### src/rtl/fb_arb_pkg.sv
// Shared types and default sizes for the framebuffer write arbiter.
// Optional build macro FB_ARB_FIXED_PRIO_EN (see fb_write_arbiter) needs nothing from here.
package fb_arb_pkg;

    typedef enum logic {
        ARB_IDLE  = 1'b0,
        ARB_BURST = 1'b1
    } arb_state_t;

    localparam int FB_ADDR_W    = 19;
    localparam int FB_DATA_W    = 24;
    localparam int FB_NUM_REQ   = 3;
    localparam int FB_MAX_BURST = 16;

endpackage

### src/rtl/fb_rr_picker.sv
// Combinational rotating-priority picker: first valid requester at or after rr_ptr, wrapping.
// With rr_ptr tied to zero it degenerates to lowest-index priority.
module fb_rr_picker #(
    parameter int NUM_REQ = 3,
    parameter int ID_W    = $clog2(NUM_REQ)
) (
    input  logic [NUM_REQ-1:0] valid,
    input  logic [ID_W-1:0]    rr_ptr,
    output logic               any,
    output logic [ID_W-1:0]    winner
);

    int idx_s;

    // Scan from the farthest slot back to rr_ptr so the closest valid one is written last.
    always_comb begin
        any    = |valid;
        winner = {ID_W{1'b0}};
        idx_s  = 0;
        for (int k = NUM_REQ - 1; k >= 0; k--) begin
            idx_s  = int'(rr_ptr) + k;
            idx_s  = (idx_s >= NUM_REQ) ? (idx_s - NUM_REQ) : idx_s;
            winner = valid[idx_s] ? ID_W'(idx_s) : winner;
        end
    end

endmodule

### src/rtl/fb_write_arbiter.sv
// Burst arbiter sharing the framebuffer RAM write port among pixel producers during the write window.
// Define FB_ARB_FIXED_PRIO_EN for lowest-index-wins priority instead of round-robin.
module fb_write_arbiter
    import fb_arb_pkg::*;
#(
    parameter int NUM_REQ   = FB_NUM_REQ,
    parameter int ADDR_W    = FB_ADDR_W,
    parameter int DATA_W    = FB_DATA_W,
    parameter int MAX_BURST = FB_MAX_BURST
) (
    input  logic                         Clk,
    input  logic                         Reset,
    input  logic                         win_open,
    input  logic                         frame_start,
    input  logic [NUM_REQ-1:0]           req_valid,
    input  logic [NUM_REQ-1:0]           req_last,
    input  logic [NUM_REQ*ADDR_W-1:0]    req_addr,
    input  logic [NUM_REQ*DATA_W-1:0]    req_data,
    output logic [NUM_REQ-1:0]           req_ready,
    output logic                         fb_we,
    output logic [ADDR_W-1:0]            fb_addr,
    output logic [DATA_W-1:0]            fb_data,
    output logic [$clog2(NUM_REQ)-1:0]   grant_id,
    output logic                         busy,
    output logic                         burst_abort
);

    localparam int ID_W  = $clog2(NUM_REQ);
    localparam int CNT_W = $clog2(MAX_BURST + 1);
    localparam logic [ID_W-1:0]  LAST_ID = ID_W'(NUM_REQ - 1);
    localparam logic [CNT_W-1:0] MAX_CNT = CNT_W'(MAX_BURST);

    arb_state_t          state_r;
    logic [ID_W-1:0]     owner_r;
    logic [ID_W-1:0]     rr_ptr_r;
    logic [CNT_W-1:0]    beat_cnt_r;
    logic                fb_we_r;
    logic [ADDR_W-1:0]   fb_addr_r;
    logic [DATA_W-1:0]   fb_data_r;
    logic [ID_W-1:0]     grant_id_r;
    logic                burst_abort_r;

    logic [ID_W-1:0]     pick_ptr_s;
    logic                pick_any_s;
    logic [ID_W-1:0]     pick_id_s;
    logic [NUM_REQ-1:0]  ready_s;
    logic [ID_W-1:0]     hs_id_s;
    logic                hs_s;
    logic                hs_last_s;
    logic                cnt_full_s;

    // Pointer value after a burst by this owner ends; fixed priority keeps it at zero.
    function automatic logic [ID_W-1:0] rr_after(input logic [ID_W-1:0] id);
`ifdef FB_ARB_FIXED_PRIO_EN
        return {ID_W{1'b0}};
`else
        return (id == LAST_ID) ? {ID_W{1'b0}} : (id + ID_W'(1));
`endif
    endfunction

`ifdef FB_ARB_FIXED_PRIO_EN
    assign pick_ptr_s = {ID_W{1'b0}};
`else
    assign pick_ptr_s = rr_ptr_r;
`endif

    fb_rr_picker #(
        .NUM_REQ (NUM_REQ),
        .ID_W    (ID_W)
    ) u_picker (
        .valid   (req_valid),
        .rr_ptr  (pick_ptr_s),
        .any     (pick_any_s),
        .winner  (pick_id_s)
    );

    // Ready generation: frame_start blanks everything, otherwise only the candidate/owner may see ready.
    always_comb begin
        ready_s = {NUM_REQ{1'b0}};
        hs_id_s = (state_r == ARB_IDLE) ? pick_id_s : owner_r;
        if (frame_start) begin
            ready_s = {NUM_REQ{1'b0}};
        end else if (state_r == ARB_IDLE) begin
            ready_s[pick_id_s] = win_open & pick_any_s;
        end else begin
            ready_s[owner_r] = win_open;
        end
    end

    assign hs_s       = |(ready_s & req_valid);
    assign hs_last_s  = req_last[hs_id_s];
    assign cnt_full_s = ((beat_cnt_r + CNT_W'(1)) == MAX_CNT);

    // Arbitration state, burst bookkeeping and the registered write port.
    always_ff @(posedge Clk) begin
        if (Reset) begin
            state_r       <= ARB_IDLE;
            owner_r       <= {ID_W{1'b0}};
            rr_ptr_r      <= {ID_W{1'b0}};
            beat_cnt_r    <= {CNT_W{1'b0}};
            fb_we_r       <= 1'b0;
            fb_addr_r     <= {ADDR_W{1'b0}};
            fb_data_r     <= {DATA_W{1'b0}};
            grant_id_r    <= {ID_W{1'b0}};
            burst_abort_r <= 1'b0;
        end else begin
            fb_we_r       <= hs_s;
            burst_abort_r <= frame_start & (state_r == ARB_BURST);
            if (hs_s) begin
                fb_addr_r  <= req_addr[int'(hs_id_s) * ADDR_W +: ADDR_W];
                fb_data_r  <= req_data[int'(hs_id_s) * DATA_W +: DATA_W];
                grant_id_r <= hs_id_s;
            end
            if (frame_start) begin
                state_r    <= ARB_IDLE;
                rr_ptr_r   <= {ID_W{1'b0}};
                beat_cnt_r <= {CNT_W{1'b0}};
            end else begin
                case (state_r)
                    ARB_IDLE: begin
                        if (hs_s) begin
                            owner_r <= pick_id_s;
                            // A single-beat grant ends immediately; the counter is cleared, never left at 1.
                            if (hs_last_s || (MAX_BURST == 1)) begin
                                rr_ptr_r   <= rr_after(pick_id_s);
                                beat_cnt_r <= {CNT_W{1'b0}};
                            end else begin
                                state_r    <= ARB_BURST;
                                beat_cnt_r <= CNT_W'(1);
                            end
                        end
                    end
                    ARB_BURST: begin
                        if (hs_s) begin
                            if (hs_last_s || cnt_full_s) begin
                                state_r    <= ARB_IDLE;
                                rr_ptr_r   <= rr_after(owner_r);
                                beat_cnt_r <= {CNT_W{1'b0}};
                            end else begin
                                beat_cnt_r <= beat_cnt_r + CNT_W'(1);
                            end
                        end
                    end
                    default: begin
                        state_r    <= ARB_IDLE;
                        beat_cnt_r <= {CNT_W{1'b0}};
                    end
                endcase
            end
        end
    end

    assign req_ready   = ready_s;
    assign fb_we       = fb_we_r;
    assign fb_addr     = fb_addr_r;
    assign fb_data     = fb_data_r;
    assign grant_id    = grant_id_r;
    assign busy        = (state_r == ARB_BURST);
    assign burst_abort = burst_abort_r;

endmodule

### config.mk
export PLATFORM = sky130hd
export DESIGN_NAME = fb_write_arbiter
export DESIGN_NICKNAME = d
export VERILOG_FILES = /design/src/rtl/fb_arb_pkg.sv /design/src/rtl/fb_rr_picker.sv /design/src/rtl/fb_write_arbiter.sv
export SDC_FILE = /design/constraint.sdc
export NUM_CORES = 1
export LEC_CHECK = 0
export ABC_AREA = 0
export CORE_MARGIN = 4
export CORE_UTILIZATION = 34
export DETAILED_ROUTE_END_ITERATION = 10
export PLACE_DENSITY = 0.85
export SLEW_MARGIN = 20
export SYNTH_ARGS = -nofsm -noshare
export SYNTH_HDL_FRONTEND = slang
export SYNTH_SLANG_ARGS = --single-unit
### constraint.sdc
create_clock -name Clk -period 2.9 [get_ports Clk]
set_clock_uncertainty 0.05 [all_clocks]
set_input_delay 0.29 -clock Clk [delete_from_list [all_inputs] [get_ports Clk]]
set_output_delay 0.29 -clock Clk [all_outputs]
set_load 0.01 [all_outputs]
# After elaboration in Yosys (flattened, before gate mapping)
# Cells that the tools add are included.
# W data, S select, Z words.
# word_totals
output_inout_bits	51
romBits	0
word_cells	96
ramBits	0
mem_count	0
reg_bits	57
in_bits	139
latchBits	0
# classes
bitwise	7
magnitude_cmp	11
eq_ne	7
mux	41
multipliers	2
reduce_logical	9
div	0
shift	2
add_sub_neg	8
# op_table
operator	n
$lt A32 B4 Y1 const B	3
$mux W32	3
$shiftx A72 B8 Y24	1
$ge A32 B3 Y1 const B	2
$sub A32 B3 Y32 const B	2
$shiftx A57 B8 Y19	1
$mux W2	10
$mux W5	3
$mux W1	14
$pmux W5 S2	1
$and A3 B3 Y3	3
$lt A2 B3 Y1 const B	3
$bmux W1 S2	4
$mul A2 B5 Y7 const B	1
$mux W3	2
$reduce_or A3 Y1	2
$add A5 B1 Y5 const B	1
$eq A5 B5 Y1 const B	1
$add A2 B1 Y2 const B	2
$demux W1 S2	2
$eq A2 B2 Y1 const B	2
$ge A2 B1 Y1 const B	2
$mul A2 B2 Y4 const B	1
$ne A2 B1 Y1 const B	2
15 further kinds	19

# Longest topological paths before layout
# Gate-level depths: netlist of the first run.
# logic_depth
ltp_word	20
mapped_depth	11
mapped_depth_nobuf	9

# Cells and area by module
# From an unflattened synthesis of the first run, not the netlist that was laid out.
# unflattened
cells_unflattened	352
hier_area_um2	3140.5
# modules_own_cells
mod	cells_per_inst	n_inst	area_per_inst_um2	seq_area_each_um2
fb_write_arbiter	333	1	3014.1	1141.1
fb_rr_picker	19	1	126.4	0.0

# Worst setup path before layout of the first run
# Ideal clock, no wire load.
# synth_path
kind	reg-to-reg
start	register rr_ptr_r[0] (netlist: pick_ptr_s[0])
end	register beat_cnt_r[1]
required_ns	2.780
setup_slack_ns	0.122
n_path_buf	2
period_less_slack_ns	2.778
arrival_ns	2.658
setup_ns	0.070
stages_incl_launch_ff	12
cell_sequence	dfxtp_1 inv_1 ha_1 nand2b_1 a221o_1 a211oi_4 and3_1 buf_4 nor3_1 buf_2 or4_1 a21oi_1
# synth_via
elab_chain_len	20
word_cells_on_any_way	43
cone_classes	add/sub: 5; order compare: 5; eq/ne: 2; mux: 25; bitwise: 2; reduce/logical: 4
# synth_rtl
element	line_no	source
start, declared	fb_write_arbiter.sv:35	logic [ID_W-1:0] rr_ptr_r;
start signal, assigned	fb_write_arbiter.sv:99	rr_ptr_r <= {ID_W{1'b0}};
start signal, assigned	fb_write_arbiter.sv:116	rr_ptr_r <= {ID_W{1'b0}};
start signal, assigned	fb_write_arbiter.sv:125	rr_ptr_r <= rr_after(pick_id_s);
$add A2 B2 Y3	fb_rr_picker.sv:21	idx_s = int'(rr_ptr) + k;
$sub A32 B3 Y32 / $ge A32 B3 Y1 (equally long branches)	fb_rr_picker.sv:22	idx_s = (idx_s >= NUM_REQ) ? (idx_s - NUM_REQ) : idx_s;
$mux W32	fb_rr_picker.sv:22	
$bmux W1 S2	fb_rr_picker.sv:23	winner = valid[idx_s] ? ID_W'(idx_s) : winner;
$mux W1 (implied by the code) (2 in series)	fb_rr_picker.sv:23	
$mux W2 (2 in series)	fb_rr_picker.sv:23	
$mux W2 *	fb_rr_picker.sv:23	
$lt A2 B3 Y1 (implied by the code) / $ge A2 B1 Y1 (equally long branches)	fb_write_arbiter.sv:84	ready_s[pick_id_s] = win_open & pick_any_s;
(+2 left out)	-	
$demux W1 S2	fb_write_arbiter.sv:84	
$and A3 B3 Y3 (no source line)	-	
$mux W3	fb_write_arbiter.sv:83	end else if (state_r == ARB_IDLE) begin
$mux W3	fb_write_arbiter.sv:81	if (frame_start) begin
$and A3 B3 Y3	fb_write_arbiter.sv:90	assign hs_s = |(ready_s & req_valid);
$reduce_or A3 Y1	fb_write_arbiter.sv:90	
$ne A2 B2 Y1 (no source line) / $ne A2 B1 Y1 (equally long branches)	-	
$reduce_and A2 Y1 (no source line)	-	
end signal, assigned	fb_write_arbiter.sv:100	beat_cnt_r <= {CNT_W{1'b0}};
end signal, assigned	fb_write_arbiter.sv:117	beat_cnt_r <= {CNT_W{1'b0}};
end signal, assigned	fb_write_arbiter.sv:126	beat_cnt_r <= {CNT_W{1'b0}};
end, declared	fb_write_arbiter.sv:36	logic [CNT_W-1:0] beat_cnt_r;
# Every way passes the cells marked *; elsewhere a longest branch is shown, timed or not. The select of a mux whose other input is x is not followed.
# A chain may end at the register's enable or synchronous reset.

# Worst setup path in the final report of the first run
# layout_path
start	register rr_ptr_r[0] (netlist: pick_ptr_s[0])
end	register fb_data_r[19] (netlist: fb_data[19])
# layout_via
elab_chain_len	18
word_cells_on_any_way	36
cone_classes	add/sub: 5; mul: 1; order compare: 5; shift: 1; mux: 20; bitwise: 2; reduce/logical: 2
# layout_rtl
element	line_no	source
$add A2 B2 Y3	fb_rr_picker.sv:21	
$sub A32 B3 Y32 / $ge A32 B3 Y1 (equally long branches)	fb_rr_picker.sv:22	
$mux W32	fb_rr_picker.sv:22	
$bmux W1 S2	fb_rr_picker.sv:23	
$mux W1 (implied by the code) (2 in series)	fb_rr_picker.sv:23	
$mux W2 (2 in series)	fb_rr_picker.sv:23	
$mux W2 *	fb_rr_picker.sv:23	
branches (longest 9 deep; another with $mul A2 B2 Y4)	-	
end signal, assigned	fb_write_arbiter.sv:103	fb_data_r <= {DATA_W{1'b0}};
end signal, assigned	fb_write_arbiter.sv:111	fb_data_r <= req_data[int'(hs_id_s) * DATA_W +: DATA_W];
end, declared	fb_write_arbiter.sv:39	logic [DATA_W-1:0] fb_data_r;
# Mark *: on every way between the ends. The select of a mux whose other input is x is not followed.

==> summary.txt, run 1 <==
Finish
  • Filler cells: 688
  • Area growth from synthesis to layout: 90.7%
  • Share of cells above drive strength 1: 15.5%
  • NumNets Final: 700
  • Antenna cells: 0
  • Final Cell Area: approximately 0.0058 mm²
  • Most common cell after layout, fill and taps aside: clkdlybuf4s50_1
  • Commonest cells after routing, fill and taps aside: 186 x clkdlybuf4s50_1, 55 x dfxtp_1, 52 x nor2_1, 41 x a221o_1, 40 x mux2i_1

Floorplanning
  • Std cell rows: 34
  • Die Y: 103 µm
  • Core area: 0.00872 mm²
  • Starting density of the core: 35.0%
  • Die X: 103 µm
  • I/O Pins: 190
  • Die area: 0.0106 mm²

Global routing
  • Initial antenna violation count: 0
  • GRT met1 Usage: 25.2%
  • Pin count of the biggest net entering global routing: 39
  • Number of global-route vias before repair: ~3700
  • GR peak layer: met2
  • Gr usage total: 21.5%
  • Grt met3 use: just under 7%
  • GR Overflow Total: 0
  • First-pass GRT wire length: 17800 µm
  • GR Util met2: between 30% and 40%

Timing
  • Final setup fails: 0
  • Min cycle time layout: 2.85 ns
  • Final-report hold violation count: 0
  • Fmax: between 0.3 and 0.4 GHz
  • Pins over their slew limit: 0
  • Slew margin rel.: 54.8%
  • Final setup TNS: 0 ns
  • RSZ-0062 raised after global routing: true
  • Period utilization: 98.2%
  • Worst Tran Pin Value: 0.676 ns

Detailed routing
  • Final wirelength: around 12000 µm
  • Pre-Repair DR Iteration Count: 5
  • ANT nets after route: 0
  • Residual DRC: 0
  • Via Count: 3685
  • WL/cell: 18.5 µm
  • Drt via density: 5.51
  • Initial DRC Count: between 100 and 150

Placement
  • Port bufs: 189
  • Gpl congestion: 0.941
  • Placed Area: around 0.0053 mm²
  • Detail Placement HPWL: 8700 µm

Worst setup path
  • Delay of the slowest critical-path stage: 0.34 ns
  • CP Launch Type: register
  • CP dominant cell by count: buf_4
  • CP Data Required Time: 3.07 ns
  • Arrival time at the worst endpoint: slightly above 3 ns
  • Crit path max fanout: 20
  • Crit Path Class: register to register
  • WP buf/inv: 7
  • Slowest CP cell: dfxtp_2
  • Delay-heaviest family, CP: buffers and inverters
  • Critical-path cell list: inv_2 -> ha_4 -> buf_4 -> nand2b_1 -> a21oi_2 -> a211oi_4 -> buf_6 -> buf_4 -> buf_4 -> a21boi_4 -> buf_12 -> buf_12 -> mux2i_1 -> nor2_1 -> a221o_1
  • Endpoint class of the critical path: register

Yosys
  • Post-synthesis sequential area ratio: 37.4%
  • Yosys reg bits: 57
  • Mapped Nets: 483
  • Post-synthesis area per instance: 8.98 µm²
  • Synthesized instance count: 340
  • Yosys cell types: 47
  • Post-synth design cell area: 0.00305 mm²
  • Leading area contributor after synthesis: dfxtp_1
  • Share of the synthesized area in the top cell type: 37.4%
  • Syn. warnings: 0
  • Synth top area cells: dfxtp_1 37%, a221o_1 13%, mux2i_1 13%

Clock tree
  • Clock root cell: clkbuf_8
  • Worst-skew pair later-pin latency: 0.33 ns
  • Clk sinks: 57
  • Reg clk slew, reported paths: 0.07 ns
  • Num CTS Buffers: 9
  • Clk buf depth: 2
  • CTS tree: built
  • CTS H-tree depth: 3

Job
  • Max-cap violations: 0

Power
  • Design Power: around 2.2 mW
  • Pwr/cell area: approximately 380 mW/mm²
  • Peak supply drop: 0.163 mV
  • Cell leakage power: 2.48 nW

Run status
  • Run status: complete, no violations

Hold path
  • Worst Hold Class: register to register
[flip-flops by register name (all words and copies together) (netlist names)]
signal and flops:
grant_id 2, burst_abort 1, fb_data 24, fb_we 1, busy 1, beat_cnt_r 5, owner_r 2, pick_ptr_s 2
fb_addr 19
[report_power, final]
part,leakage (nW),internal [mW],total [mW],switching (mW)
sequential,0.464,0.822,0.847,0.0247
combinational,1.91,0.388,0.616,0.227
clock,0.102,0.436,0.745,0.308
total,2.48,1.65,2.21,0.561
[repair_timing]
item | CTS | global route
pin swaps | 2 | 9
setup endpoints to repair | 47 | 51
buffers inserted | 3 | 6
resized for setup | 6 | 31
cloned | 1 | 5
hold buffers | 0 | 0
[cell type report]
type	count	area (µm²)	area share (%)
clock buffers	12	155	2.67
clock inverters	3	40.0	0.688
inverters	8	30.0	0.516
multi-input cells	251	1930	33.2
flip-flops and latches	57	1140	19.7
well taps	108	135	2.32
repair buffers	230	2380	40.9
[path summary, 6_finish.rpt]
check / start / endpoint / slack, ns / cells past startpoint
min: fb_data[8]$_SDFFE_PP0P_ / fb_data[8]$_SDFFE_PP0P_ / 0.44 / 1
max: pick_ptr_s[0]$_SDFFE_PP0P_ / fb_data[19]$_SDFFE_PP0P_ / 0.05 / 15
max reg2reg: pick_ptr_s[0]$_SDFFE_PP0P_ / fb_data[19]$_SDFFE_PP0P_ / 0.05 / 15
min reg2reg: fb_data[8]$_SDFFE_PP0P_ / fb_data[8]$_SDFFE_PP0P_ / 0.44 / 1
[routing by layer]
layer,up-vias,share of wire [%]
li1,1731,-
met1,1742,40
met2,188,50
met3,24,8.7
met4,0,1.9
met5,-,0
[cells by family after synthesis]
logic type                 Yosys count  synth area share [%]
adders and majority gates            4                  1.64
AOI/OAI and AO/OA                   83                  23.8
buffers and inverters               32                  4.22
muxes                               43                  14.2
DFF                                 57                  37.4
and+or+nand+nor                    121                  18.7
[cell usage after synthesis (all sizes together)]
library cell / n
or4: 1
mux2i: 40
a2111oi: 3
or3b: 1
nor4: 2
o21ai: 3
a41oi: 1
a21oi: 12
mux2: 3
a2111o: 1
o31ai: 2
nand2b: 4
a31oi: 2
a21o: 3
and2: 2
a221oi: 4
nor2: 56
a21boi: 1
dfxtp: 57
or3: 4
nor2b: 3
ha: 4
nand3: 11
a211oi: 3
o31a: 2
o211a: 1
o2111ai: 1
inv: 8
a22oi: 1
o32ai: 1
nand2: 14
nor3: 12
a221o: 41
buf: 9
and3b: 1
or2: 2
nand4b: 1
clkbuf: 15
o21a: 1
nand3b: 3
and3: 4
[metrics by stage]
| step | worst slack (ns) | hold slack, ns | util, % | std cells |
|---|---|---|---|---|
| final | 0.0520 | 0.436 | 66.7 | 669 |
| after global routing | -0.0824 | 0.455 | 66.7 | 669 |
| after CTS | -0.149 | 0.438 | 63.5 | 658 |
| after detailed placement | -0.125 | 0.417 | 60.5 | 639 |
| after global placement | -0.0767 | 0.418 | 60.5 | 639 |
| after floorplan | 0.122 | 0.379 | - | 340 |
No activity file was read; power rests on OpenSTA's default activity.
==> run 2: changes to the inputs <==
--- a/config.mk
+++ b/config.mk
@@ -6,8 +6,9 @@
 export NUM_CORES = 1
 export LEC_CHECK = 0
 export ABC_AREA = 0
-export CORE_MARGIN = 4
+export CORE_MARGIN = 10
 export CORE_UTILIZATION = 34
+export CTS_CLUSTER_SIZE = 12
 export DETAILED_ROUTE_END_ITERATION = 10
 export PLACE_DENSITY = 0.85
 export SLEW_MARGIN = 20
==> constraint.sdc (replaced) <==
create_clock -name Clk -period 2.9 [get_ports Clk]
set_clock_uncertainty 0.05 [all_clocks]
set_input_delay 0.58 -clock Clk [delete_from_list [all_inputs] [get_ports Clk]]
set_output_delay 0.58 -clock Clk [all_outputs]
set_load 0.01 [all_outputs]
==> run 2 against run 1 <==
  * Largest power group unchanged
  * Register-to-register slack worse by 0.06 ns
  * Setup slack got worse by 0.071 ns
  * Final area is 4.6% higher
  * Highest routed layer unchanged
  * Sequential cell count stayed put
  * The flow now finishes with violations (setup timing)
==> summary.txt, run 2 (synthesized netlist as in run 1, its figures left out) <==
Worst setup path
  • CP Data Required Time: 2.27 ns
  • Worst Reg-to-Reg Cells: 11
  • Critical-path cell list: inv_2 -> ha_4 -> nand2b_4 -> a221o_1 -> a211oi_4 -> and2_4 -> a31oi_1 -> nor2_1 -> buf_2
  • Arrival time at the worst endpoint: 2.29 ns
  • Reg-to-Reg End: beat_cnt_r[1]$_SDFFE_PP0P_
  • Crit Path Class: register to output pin
  • CP startpoint: pick_ptr_s[0]$_SDFFE_PP0P_
  • Flop-to-flop setup slack: -0.01 ns
  • WP buf/inv: 2
  • Slowest CP cell: a211oi_4
  • Crit path max fanout: 4
  • Endpoint class of the critical path: output pin
  • CP endpoint: req_ready[1]
  • Delay of the slowest critical-path stage: 0.36 ns
  • Delay-heaviest family, CP: compound AO/OA/AOI/OAI gates
  • WP depth: 9
  • RR Startpoint: pick_ptr_s[0]$_SDFFE_PP0P_
  • CP Launch Type: register

Timing
  • Worst setup margin: -0.0185 ns
  • Period utilization: 101%
  • Slew margin rel.: 72.0%
  • Final setup fails: 3
  • RSZ-0062 raised after global routing: true
  • Pins over their slew limit: 0
  • Fmax: 0.343 GHz
  • Worst Tran Pin Value: 0.417 ns
  • Min cycle time layout: between 2 and 3 ns
  • Final-report hold violation count: 0

Floorplanning
  • I/O Pins: between 150 and 200
  • Die Y: 115 µm
  • Die area: approximately 0.013 mm²
  • Core area: 0.00872 mm²
  • Std cell rows: 34
  • Die X: 115 µm
  • Starting density of the core: a little over a third

Clock tree
  • Clock root cell: clkbuf_8
  • Reg clk slew, reported paths: 0.07 ns
  • Clk buf depth: 2
  • CTS tree: built
  • CTS H-tree depth: 3
  • CTS Hold Bufs: 0
  • Num CTS Buffers: 9
  • Clk sinks: between 50 and 60
  • Worst-skew pair later-pin latency: 0.33 ns

Detailed routing
  • Via Count: 3722
  • Drt via density: 5.39
  • Final wirelength: 14000 µm
  • Initial DRC Count: 208
  • Pre-Repair DR Iteration Count: 4
  • WL/cell: 20.3 µm
  • ANT nets after route: 0
  • Residual DRC: 0

Job
  • Max-cap violations: 0

Finish
  • Max reg flops: 24
  • Most common cell after layout, fill and taps aside: clkdlybuf4s50_1
  • Filler cells: roughly 660
  • NumNets Final: 721
  • Reg area: approximately 0.0011 mm²
  • Multi-input gate area: 0.00205 mm²
  • Final Cell Area: between 0.006 and 0.007 mm²
  • Commonest cells after routing, fill and taps aside: 183 x clkdlybuf4s50_1, 55 x dfxtp_1, 46 x buf_4, 42 x nor2_1, 41 x a221o_1
  • Area growth from synthesis to layout: 99.5%
  • Share of cells above drive strength 1: between 20% and 30%
  • Antenna cells: 0

Placement
  • Pre-CTS setup slack: -0.456 ns
  • Placed Area: 0.00543 mm²
  • Detail Placement HPWL: 10500 µm
  • Port bufs: 189
  • Gpl congestion: slightly above 0.9

Global routing
  • Gr usage total: 19.9%
  • GR Util met2: 34.3%
  • Pin count of the biggest net entering global routing: 41
  • Number of global-route vias before repair: 4071
  • Initial antenna violation count: 0
  • Grt met3 use: 8.44%
  • GR Overflow Total: 0
  • GRT met1 Usage: 21.4%
  • GR peak layer: met2
  • First-pass GRT wire length: 20900 µm

Power
  • Peak supply drop: 0.213 mV
  • Pwr/cell area: 384 mW/mm²
  • Design Power: 2.34 mW
  • Cell leakage power: 2.56 nW

Hold path
  • Worst Hold Class: register to register
  • Hold Crit Depth: 1

Run status
  • Run status: finished, violations left
  • Failing checks: setup timing
-- run 2: cell count changes in the layout (fill, tap and decap cells not counted), moves of 3 or more --
cell / delta
nor2_1: -10
a21oi_2: +3
nor2_4: +9
buf_4: +22
clkdlybuf4s50_1: -3
dlygate4sd2_1: +4
-- run 2: worst min-delay path by stage --
stage | start | endpoint | slack (ns)
floorplan | beat_cnt_r[1]$_SDFFE_PP0P_ | beat_cnt_r[1]$_SDFFE_PP0P_ | 0.42
global placement | fb_addr[13]$_SDFFE_PP0P_ | fb_addr[13]$_SDFFE_PP0P_ | 0.42
detailed placement | fb_addr[16]$_SDFFE_PP0P_ | fb_addr[16]$_SDFFE_PP0P_ | 0.42
CTS | fb_addr[14]$_SDFFE_PP0P_ | fb_addr[14]$_SDFFE_PP0P_ | 0.44
global route | fb_data[19]$_SDFFE_PP0P_ | fb_data[19]$_SDFFE_PP0P_ | 0.46
finish | fb_data[3]$_SDFFE_PP0P_ | fb_data[3]$_SDFFE_PP0P_ | 0.44
-- run 2: power by group --
part	internal (mW)	switching, mW
combinational	0.410	0.250
sequential	0.821	0.0249
clock	0.506	0.328
-- run 2: metrics by stage --
| step | instances | hold WS [ns] | utilization, % | setup TNS, ns |
|---|---|---|---|---|
| floorplan | 340 | 0.424 | - | 0 |
| global placement | 662 | 0.418 | 62.3 | -20.21 |
| detailed placement | 662 | 0.417 | 62.3 | -21.94 |
| CTS | 687 | 0.441 | 67.1 | 0 |
| global route | 691 | 0.458 | 69.8 | -2.27 |
| finish | 691 | 0.436 | 69.8 | -0.0401 |
-- run 2: area by class of cell --
cell class,count,share of cell area (%)
multi-input cells,251,33.7
well taps,108,2.22
flip-flops and latches,57,18.8
clock inverters,5,1.29
repair buffers,251,41.1
inverters,8,0.493
clock buffers,11,2.32
-- run 2: layer usage --
layer	wire length, µm	vias up
met3	1260	26
met2	7190	166
li1	-	1760
met4	311	0
met5	0	-
met1	5240	1770
-- run 2: repair_timing --
action                                  CTS  global route
gates cloned                              2             2
endpoints found under the setup margin   51            48
setup buffers                             7             4
pin swaps                                 8            22
resized for setup                        37            41
==> run 3: changes to the inputs <==
--- a/config.mk
+++ b/config.mk
@@ -8,6 +8,7 @@
 export ABC_AREA = 0
 export CORE_MARGIN = 10
 export CORE_UTILIZATION = 34
+export CTS_CLUSTER_DIAMETER = 120
 export CTS_CLUSTER_SIZE = 12
 export DETAILED_ROUTE_END_ITERATION = 10
 export PLACE_DENSITY = 0.85
==> results of run 3 <==
Final layout, timing and power as in run 2 (identical DEF).
